==> src/rtl/seg_pkg.sv <==
// Shared constants for the seven-segment scanner: active-low hex glyphs,
// the blank pattern and a width helper for counters and indices.
package seg_pkg;

    localparam logic [6:0] SEG_BLANK = 7'h7F;

    // Active-low glyphs, bit order {g,f,e,d,c,b,a}
    localparam logic [6:0] SEG_0 = 7'h40;
    localparam logic [6:0] SEG_1 = 7'h79;
    localparam logic [6:0] SEG_2 = 7'h24;
    localparam logic [6:0] SEG_3 = 7'h30;
    localparam logic [6:0] SEG_4 = 7'h19;
    localparam logic [6:0] SEG_5 = 7'h12;
    localparam logic [6:0] SEG_6 = 7'h02;
    localparam logic [6:0] SEG_7 = 7'h78;
    localparam logic [6:0] SEG_8 = 7'h00;
    localparam logic [6:0] SEG_9 = 7'h10;
    localparam logic [6:0] SEG_A = 7'h08;
    localparam logic [6:0] SEG_B = 7'h03;
    localparam logic [6:0] SEG_C = 7'h46;
    localparam logic [6:0] SEG_D = 7'h21;
    localparam logic [6:0] SEG_E = 7'h06;
    localparam logic [6:0] SEG_F = 7'h0E;

    function automatic int idx_w(input int n);
        return (n > 1) ? $clog2(n) : 1;
    endfunction

endpackage

==> src/rtl/hex_to_seg.sv <==
// Combinational hex nibble to active-low seven-segment pattern.
module hex_to_seg
    import seg_pkg::*;
(
    input  logic [3:0] hex,
    output logic [6:0] seg
);

    always_comb begin
        seg = SEG_BLANK;
        case (hex)
            4'h0: seg = SEG_0;
            4'h1: seg = SEG_1;
            4'h2: seg = SEG_2;
            4'h3: seg = SEG_3;
            4'h4: seg = SEG_4;
            4'h5: seg = SEG_5;
            4'h6: seg = SEG_6;
            4'h7: seg = SEG_7;
            4'h8: seg = SEG_8;
            4'h9: seg = SEG_9;
            4'hA: seg = SEG_A;
            4'hB: seg = SEG_B;
            4'hC: seg = SEG_C;
            4'hD: seg = SEG_D;
            4'hE: seg = SEG_E;
            4'hF: seg = SEG_F;
            default: seg = SEG_BLANK;
        endcase
    end

endmodule

==> src/rtl/seg_display_scan.sv <==
// Multiplexed seven-segment driver with PWM brightness and frame-aligned,
// double-buffered loading so a display update never tears mid-frame.
module seg_display_scan
    import seg_pkg::*;
#(
    parameter int NUM_DIGITS  = 4,
    parameter int PRESCALE    = 100000,
    parameter int BRIGHT_BITS = 3
) (
    input  logic                    clkin,
    input  logic                    reset,
    input  logic [4*NUM_DIGITS-1:0] data_in,
    input  logic [NUM_DIGITS-1:0]   dp_in,
    input  logic [NUM_DIGITS-1:0]   digit_en,
    input  logic [BRIGHT_BITS-1:0]  brightness,
    input  logic                    load,
    output logic                    load_ack,
    output logic                    frame_sync,
    output logic [NUM_DIGITS-1:0]   anode,
    output logic [6:0]              seg,
    output logic                    dp
);

    localparam int PRE_W = idx_w(PRESCALE);
    localparam int IDX_W = idx_w(NUM_DIGITS);
    localparam int STEP  = PRESCALE >> BRIGHT_BITS;

    logic [PRE_W-1:0]        pre_cnt;
    logic [IDX_W-1:0]        idx;
    logic [BRIGHT_BITS-1:0]  bright_q;

    logic [4*NUM_DIGITS-1:0] pending_data, active_data;
    logic [NUM_DIGITS-1:0]   pending_dp, active_dp;
    logic [NUM_DIGITS-1:0]   pending_en, active_en;
    logic                    pending_valid;

    logic                    tick, frame_end, lit;
    logic [31:0]             on_time;
    logic [3:0]              cur_nibble;
    logic                    cur_dp, cur_en;
    logic [6:0]              cur_seg;
    logic [NUM_DIGITS-1:0]   anode_next;

    assign tick      = (pre_cnt == PRE_W'(PRESCALE - 1));
    assign frame_end = tick && (idx == IDX_W'(NUM_DIGITS - 1));
    assign on_time   = (32'(bright_q) + 32'd1) * 32'(STEP);

    always_comb begin
        cur_nibble = '0;
        cur_dp     = 1'b0;
        cur_en     = 1'b0;
        for (int i = 0; i < NUM_DIGITS; i++) begin
            if (idx == IDX_W'(i)) begin
                cur_nibble = active_data[4*i +: 4];
                cur_dp     = active_dp[i];
                cur_en     = active_en[i];
            end
        end
    end

    hex_to_seg u_hex_to_seg (
        .hex (cur_nibble),
        .seg (cur_seg)
    );

    // A blanked slot keeps its full length so the scan rate never depends on content
    always_comb begin
        lit = cur_en && (32'(pre_cnt) < on_time);
        anode_next = '1;
        for (int i = 0; i < NUM_DIGITS; i++) begin
            anode_next[i] = ~(lit && (idx == IDX_W'(i)));
        end
    end

    // Commit and load share a cycle: the commit takes the old pending copy
    // before the load overwrites it and re-arms pending_valid.
    always_ff @(posedge clkin) begin
        if (reset) begin
            pre_cnt       <= '0;
            idx           <= '0;
            bright_q      <= '0;
            pending_data  <= '0;
            pending_dp    <= '0;
            pending_en    <= '0;
            pending_valid <= 1'b0;
            active_data   <= '0;
            active_dp     <= '0;
            active_en     <= '0;
            load_ack      <= 1'b0;
            frame_sync    <= 1'b0;
            anode         <= '1;
            seg           <= SEG_BLANK;
            dp            <= 1'b1;
        end else begin
            pre_cnt <= tick ? '0 : pre_cnt + 1'b1;
            if (tick) begin
                idx      <= frame_end ? '0 : idx + 1'b1;
                bright_q <= brightness;
            end

            frame_sync <= frame_end;
            load_ack   <= frame_end && pending_valid;

            if (frame_end && pending_valid) begin
                active_data   <= pending_data;
                active_dp     <= pending_dp;
                active_en     <= pending_en;
                pending_valid <= 1'b0;
            end
            if (load) begin
                pending_data  <= data_in;
                pending_dp    <= dp_in;
                pending_en    <= digit_en;
                pending_valid <= 1'b1;
            end

            anode <= anode_next;
            seg   <= lit ? cur_seg : SEG_BLANK;
            dp    <= lit ? ~cur_dp : 1'b1;
        end
    end

endmodule
==> config.mk <==
export PLATFORM = sky130hd
export DESIGN_NAME = seg_display_scan
export DESIGN_NICKNAME = d
export VERILOG_FILES = /design/src/rtl/seg_pkg.sv /design/src/rtl/hex_to_seg.sv /design/src/rtl/seg_display_scan.sv
export SDC_FILE = /design/constraint.sdc
export NUM_CORES = 1
export LEC_CHECK = 0
export ABC_AREA = 1
export CAP_MARGIN = 5
export CORE_MARGIN = 1
export CORE_UTILIZATION = 40
export CTS_BUF_LIST = sky130_fd_sc_hd__clkbuf_4 sky130_fd_sc_hd__clkbuf_8
export CTS_CLUSTER_SIZE = 16
export DETAILED_ROUTE_END_ITERATION = 10
export DONT_BUFFER_PORTS = 1
export PLACE_DENSITY = 0.59
export SETUP_SLACK_MARGIN = 0.5
export SYNTH_ARGS = -nofsm -noshare
export SYNTH_HDL_FRONTEND = slang
export SYNTH_SLANG_ARGS = --single-unit
export TNS_END_PERCENT = 1
==> constraint.sdc <==
create_clock -name clkin -period 3.89 [get_ports clkin]
set_input_delay 0.778 -clock clkin [delete_from_list [all_inputs] [get_ports clkin]]
set_output_delay 0.778 -clock clkin [all_outputs]
set_load 0.02 [all_outputs]
==> results.yml <==
worst_setup_path:
  cp.required_ns: 4.21
  crit_path_end: "seg[6]"
  cp-start-kind: "flop"
  cp_max_fo: 6
  cp.depth: 24
  r2r-end: "seg[6]"
  ff2ff_setup_slack_ns: 0.34
  slowest_delay_ns: 0.38
  path_class: "reg2reg"
  r2r_cells: 24
  crit_arrival_ns: 3.86
  critPathLaunch: "bright_q[0]"
  critical_path.top_delay_family: "buffers and inverters"
  crit_slowest_cell: "dfxtp_4"
  crit_chain: "ha_4, xnor2_4, inv_2, ha_4, ha_4, ha_4, nand2_1, nand2_1, nor2_4, nor2_4, buf_4, buf_4, buf_4, buf_4, buf_4, buf_4, buf_4, nand2_4, nand2_2, nand2_2, nand3_2, nand2_4, clkinvlp_4, nand3_2"
  cp_common_cell: "buf_4"
  r2r_start: "bright_q[0]"
  critPathCaptureType: "flop"
  worst-path-buf-inv: 9
global_routing:
  grt_pass1_vias: 3822
  grt_max_degree: 54
  grt_pass1_wl_mm: 17.76
  grt-ovfl-total: 0
  antenna_found_initial: 0
  grt_usage_pct: 17.90
timing:
  worst_slew_pin_slew_ns: 0.5573
  fin_crit_ns: 3.547
  clock_skew_ns: 0.009988
  slew_headroom_pct: 62.85
  tns_ns: 0
  finalSetupViolCount: 0
  slew_violations: 0
  fin_crit_sh_pct: 91.18
  finalHoldViolations: 0
  rsz0062_at_grt: "true"
  fmax_mhz: 281.9
power:
  clkPwrFrac_pct: 40.2
  seqPwrFrac_pct: 56.7
  combPwrFrac_pct: 3.1
  p_int_uw: 1203
  p_per_area_mw_per_mm2: 288.1
  p_switching_uw: 380.5
  vdd_drop_max_uv: 203.0
  p_sw_share_pct: 24.02
  leakage_uw: 0.002469
worst_hold_path:
  hold_class: "reg2reg"
floorplanning:
  core_area_mm2: 0.01142
  initial_utilization_pct: 41.19
  dieArea_mm2: 0.01220
  ios: 44
  die_w_um: 110.4
  placement_rows: 39
  die_height_um: 110.4
drt:
  antenna_left: 0
  via_per_inst: 4.842
  drt_iter0_markers: 197
  via_count: 4043
  dr.pass1.iters: 4
  routed_wl_mm: 10.69
  remaining_drc_errors: 0
  routedWlPerCell_um: 12.80
synth:
  synth.top_cell.area_share_pct: 36.18
  synth-seq-area-share_pct: 36.18
  ys.flop_type: "dfxtp_1"
  syn-instance-count: 667
  async_flop_share_pct: 0
  ys_ff_latch: 85
  yosys_warnings: 0
  netlist_top_cells_area: "dfxtp_1, ha_1, nand2_1"
  yosysUniqueCellTypes: 36
  synth_area_mm2: 0.004703
  synth-edff-count: 0
  syn-num-nets: 741
  synth_top_cell_by_area: "dfxtp_1"
  syn_area_per_cell_um2: 7.051
placed_design:
  gp_congestion: 0.8265
  dp.cells: 792
  place_hpwl_mm: 7.527
  placed_cell_area_mm2: 0.004863
  io_buffers: 0
layout:
  register_area_mm2: 0.001710
  final_cells: 835
  syn_to_final_growth_pct: 16.92
  nFillCells: 1170
  diodes: 0
  final_nets: 762
  final_area_mm2: 0.005499
  drive_gt1_share_pct: 17.49
  multi_input_area_mm2: 0.002751
outcome:
  status: "finished clean"
clocking:
  cts.sinks: 85
  max-clock-path-buffers: 2
  cts-root-buf: "clkbuf_8"
  insertion_delay_ns: 0.37
  cts.clk_slew.worst_paths_ns: 0.09
  cts_tree: "yes"
  cts_buffers: 9
  htreeDepth: 3
flow_run:
  drv_cap: 0
cell families after synthesis:
kind of cell	after synthesis	synth area share (%)
compound gates	101	11.07
xor+xnor	12	2.235
fa+ha+maj	44	11.86
buf+inv	132	11.41
flops	85	36.18
simple gates	293	27.24
through the flow:
| step | setup slack [ns] | power, µW | utilization (%) | hold slack [ns] |
|---|---|---|---|---|
| 2_1_floorplan | 0.5257 | 959.2 | - | 0.4175 |
| 3_3_place_gp | 0.2507 | 967.5 | 42.59 | 0.4279 |
| 3_5_place_dp | 0.05532 | 969.5 | 42.59 | 0.4389 |
| 4_1_cts | 0.3817 | 1606 | 46.30 | 0.4478 |
| 5_1_grt | 0.1920 | 1650 | 48.16 | 0.4489 |
| 6_report | 0.3432 | 1584 | 48.16 | 0.4504 |
worst min-delay path by stage:
| stage | start | depth (start not counted) | slack (ns) | endpoint |
|---|---|---|---|---|
| final | pre_cnt[0] | 1 | 0.45 | pre_cnt[0] |
| after global routing | reset | 1 | 0.45 | pending_valid |
| after CTS | reset | 1 | 0.45 | pending_valid |
| after detailed placement | pre_cnt[0] | 1 | 0.44 | pre_cnt[0] |
| after global placement | pre_cnt[0] | 1 | 0.43 | pre_cnt[0] |
| after floorplan | pre_cnt[0] | 1 | 0.42 | pre_cnt[0] |
worst reg2reg max path: stages (launching register included):
cell and delay (ns):
dfxtp_4 0.38, ha_4 0.18, xnor2_4 0.16, inv_2 0.10, ha_4 0.27, ha_4 0.28, ha_4 0.21, nand2_1 0.06
nand2_1 0.08, nor2_4 0.14, nor2_4 0.05, buf_4 0.13, buf_4 0.12, buf_4 0.12, buf_4 0.12, buf_4 0.12
buf_4 0.12, buf_4 0.13, nand2_4 0.06, nand2_2 0.06, nand2_2 0.10, nand3_2 0.09, nand2_4 0.10, clkinvlp_4 0.18
nand3_2 0.11
flip-flops by register name (all words and copies together) (netlist names), 2 cells and up:
| name | cells |
|---|---|
| pre_cnt | 17 |
| active_data | 16 |
| pending_en | 4 |
| active_dp | 4 |
| bright_q | 3 |
| anode | 4 |
| active_en | 4 |
| pending_data | 16 |
| idx | 2 |
| seg | 7 |
| pending_dp | 4 |
timing repair:
action                                  4_1_cts  5_1_grt
cloned                                        1        0
endpoints found under the setup margin       12       12
endpoints found under the hold margin         0        0
buffers inserted                             21        6
hold buffers                                  0        0
gates resized for setup                      15       36
pin swaps                                    17       22
routing by layer:
| layer | part of all wire [%] | routed length, µm | GRT usage [%] |
|---|---|---|---|
| met3 | 5.9 | 630 | 3.568 |
| met4 | 2.0 | 216 | 7.200 |
| met5 | 0 | 0 | 0 |
| met2 | 44 | 4702 | 27.49 |
| met1 | 48 | 5139 | 24.52 |
cells in the mapped netlist, types with 2 or more instances:
cell      count
o22ai_1       2
buf_2         4
nand4_1       4
nand3_1      34
clkbuf_1     12
xor2_1        6
nand2_2      17
xnor2_1       6
ha_1         43
buf_6         2
a21oi_1      28
nand4_2       2
nor3_2        2
inv_2         6
o21ai_1       7
nor3_1        5
nand2_1     109
dfxtp_1      85
nor2_1      108
o211ai_1      4
inv_1       105
nor4_1        2
o21ai_0      59
nor3b_1       3
placed cells by master, fill, tap and decap left out, types with 2 or more instances in the layout:
master / n
inv_1: 98
dfxtp_4: 2
xor2_1: 5
clkinvlp_4: 3
nor4_1: 2
ha_4: 12
buf_4: 28
nor3b_1: 3
inv_4: 3
nand3_1: 26
o22ai_1: 2
nor2_1: 104
a21oi_1: 28
inv_2: 9
nor3_1: 4
o211ai_1: 4
xnor2_1: 5
inv_6: 3
nand4_1: 4
nand2_2: 21
o21ai_0: 58
clkbuf_8: 9
o21ai_1: 7
ha_1: 31
nor3_4: 2
nor3_2: 2
dfxtp_1: 82
nand4_2: 2
nand2_4: 3
nand3_2: 8
nand2_1: 103
nor2_4: 4
area by class of cell:
cell class | instances | area share [%]
Clock buffer | 9 | 2.253
Inverter | 112 | 7.895
Clock inverter | 6 | 1.297
Timing Repair Buffer | 29 | 4.027
Timing Repair inverter | 1 | 0.1365
Multi-Input combinational cell | 450 | 50.03
Tap cell | 143 | 3.254
Sequential cell | 85 | 31.10
power groups by stage:
| stage | Sequential, µW | Combinational, µW | Clock (µW) |
|---|---|---|---|
| 6_report | 898 | 48.7 | 637 |
| 3_5_place_dp | 921 | 48.8 | 0 |
| 5_1_grt | 901 | 58.9 | 690 |
| 4_1_cts | 899 | 49.3 | 658 |
| 2_1_floorplan | 917 | 42.2 | 0 |
| 3_3_place_gp | 920 | 47.6 | 0 |
Power figures use the tool's default switching activity.
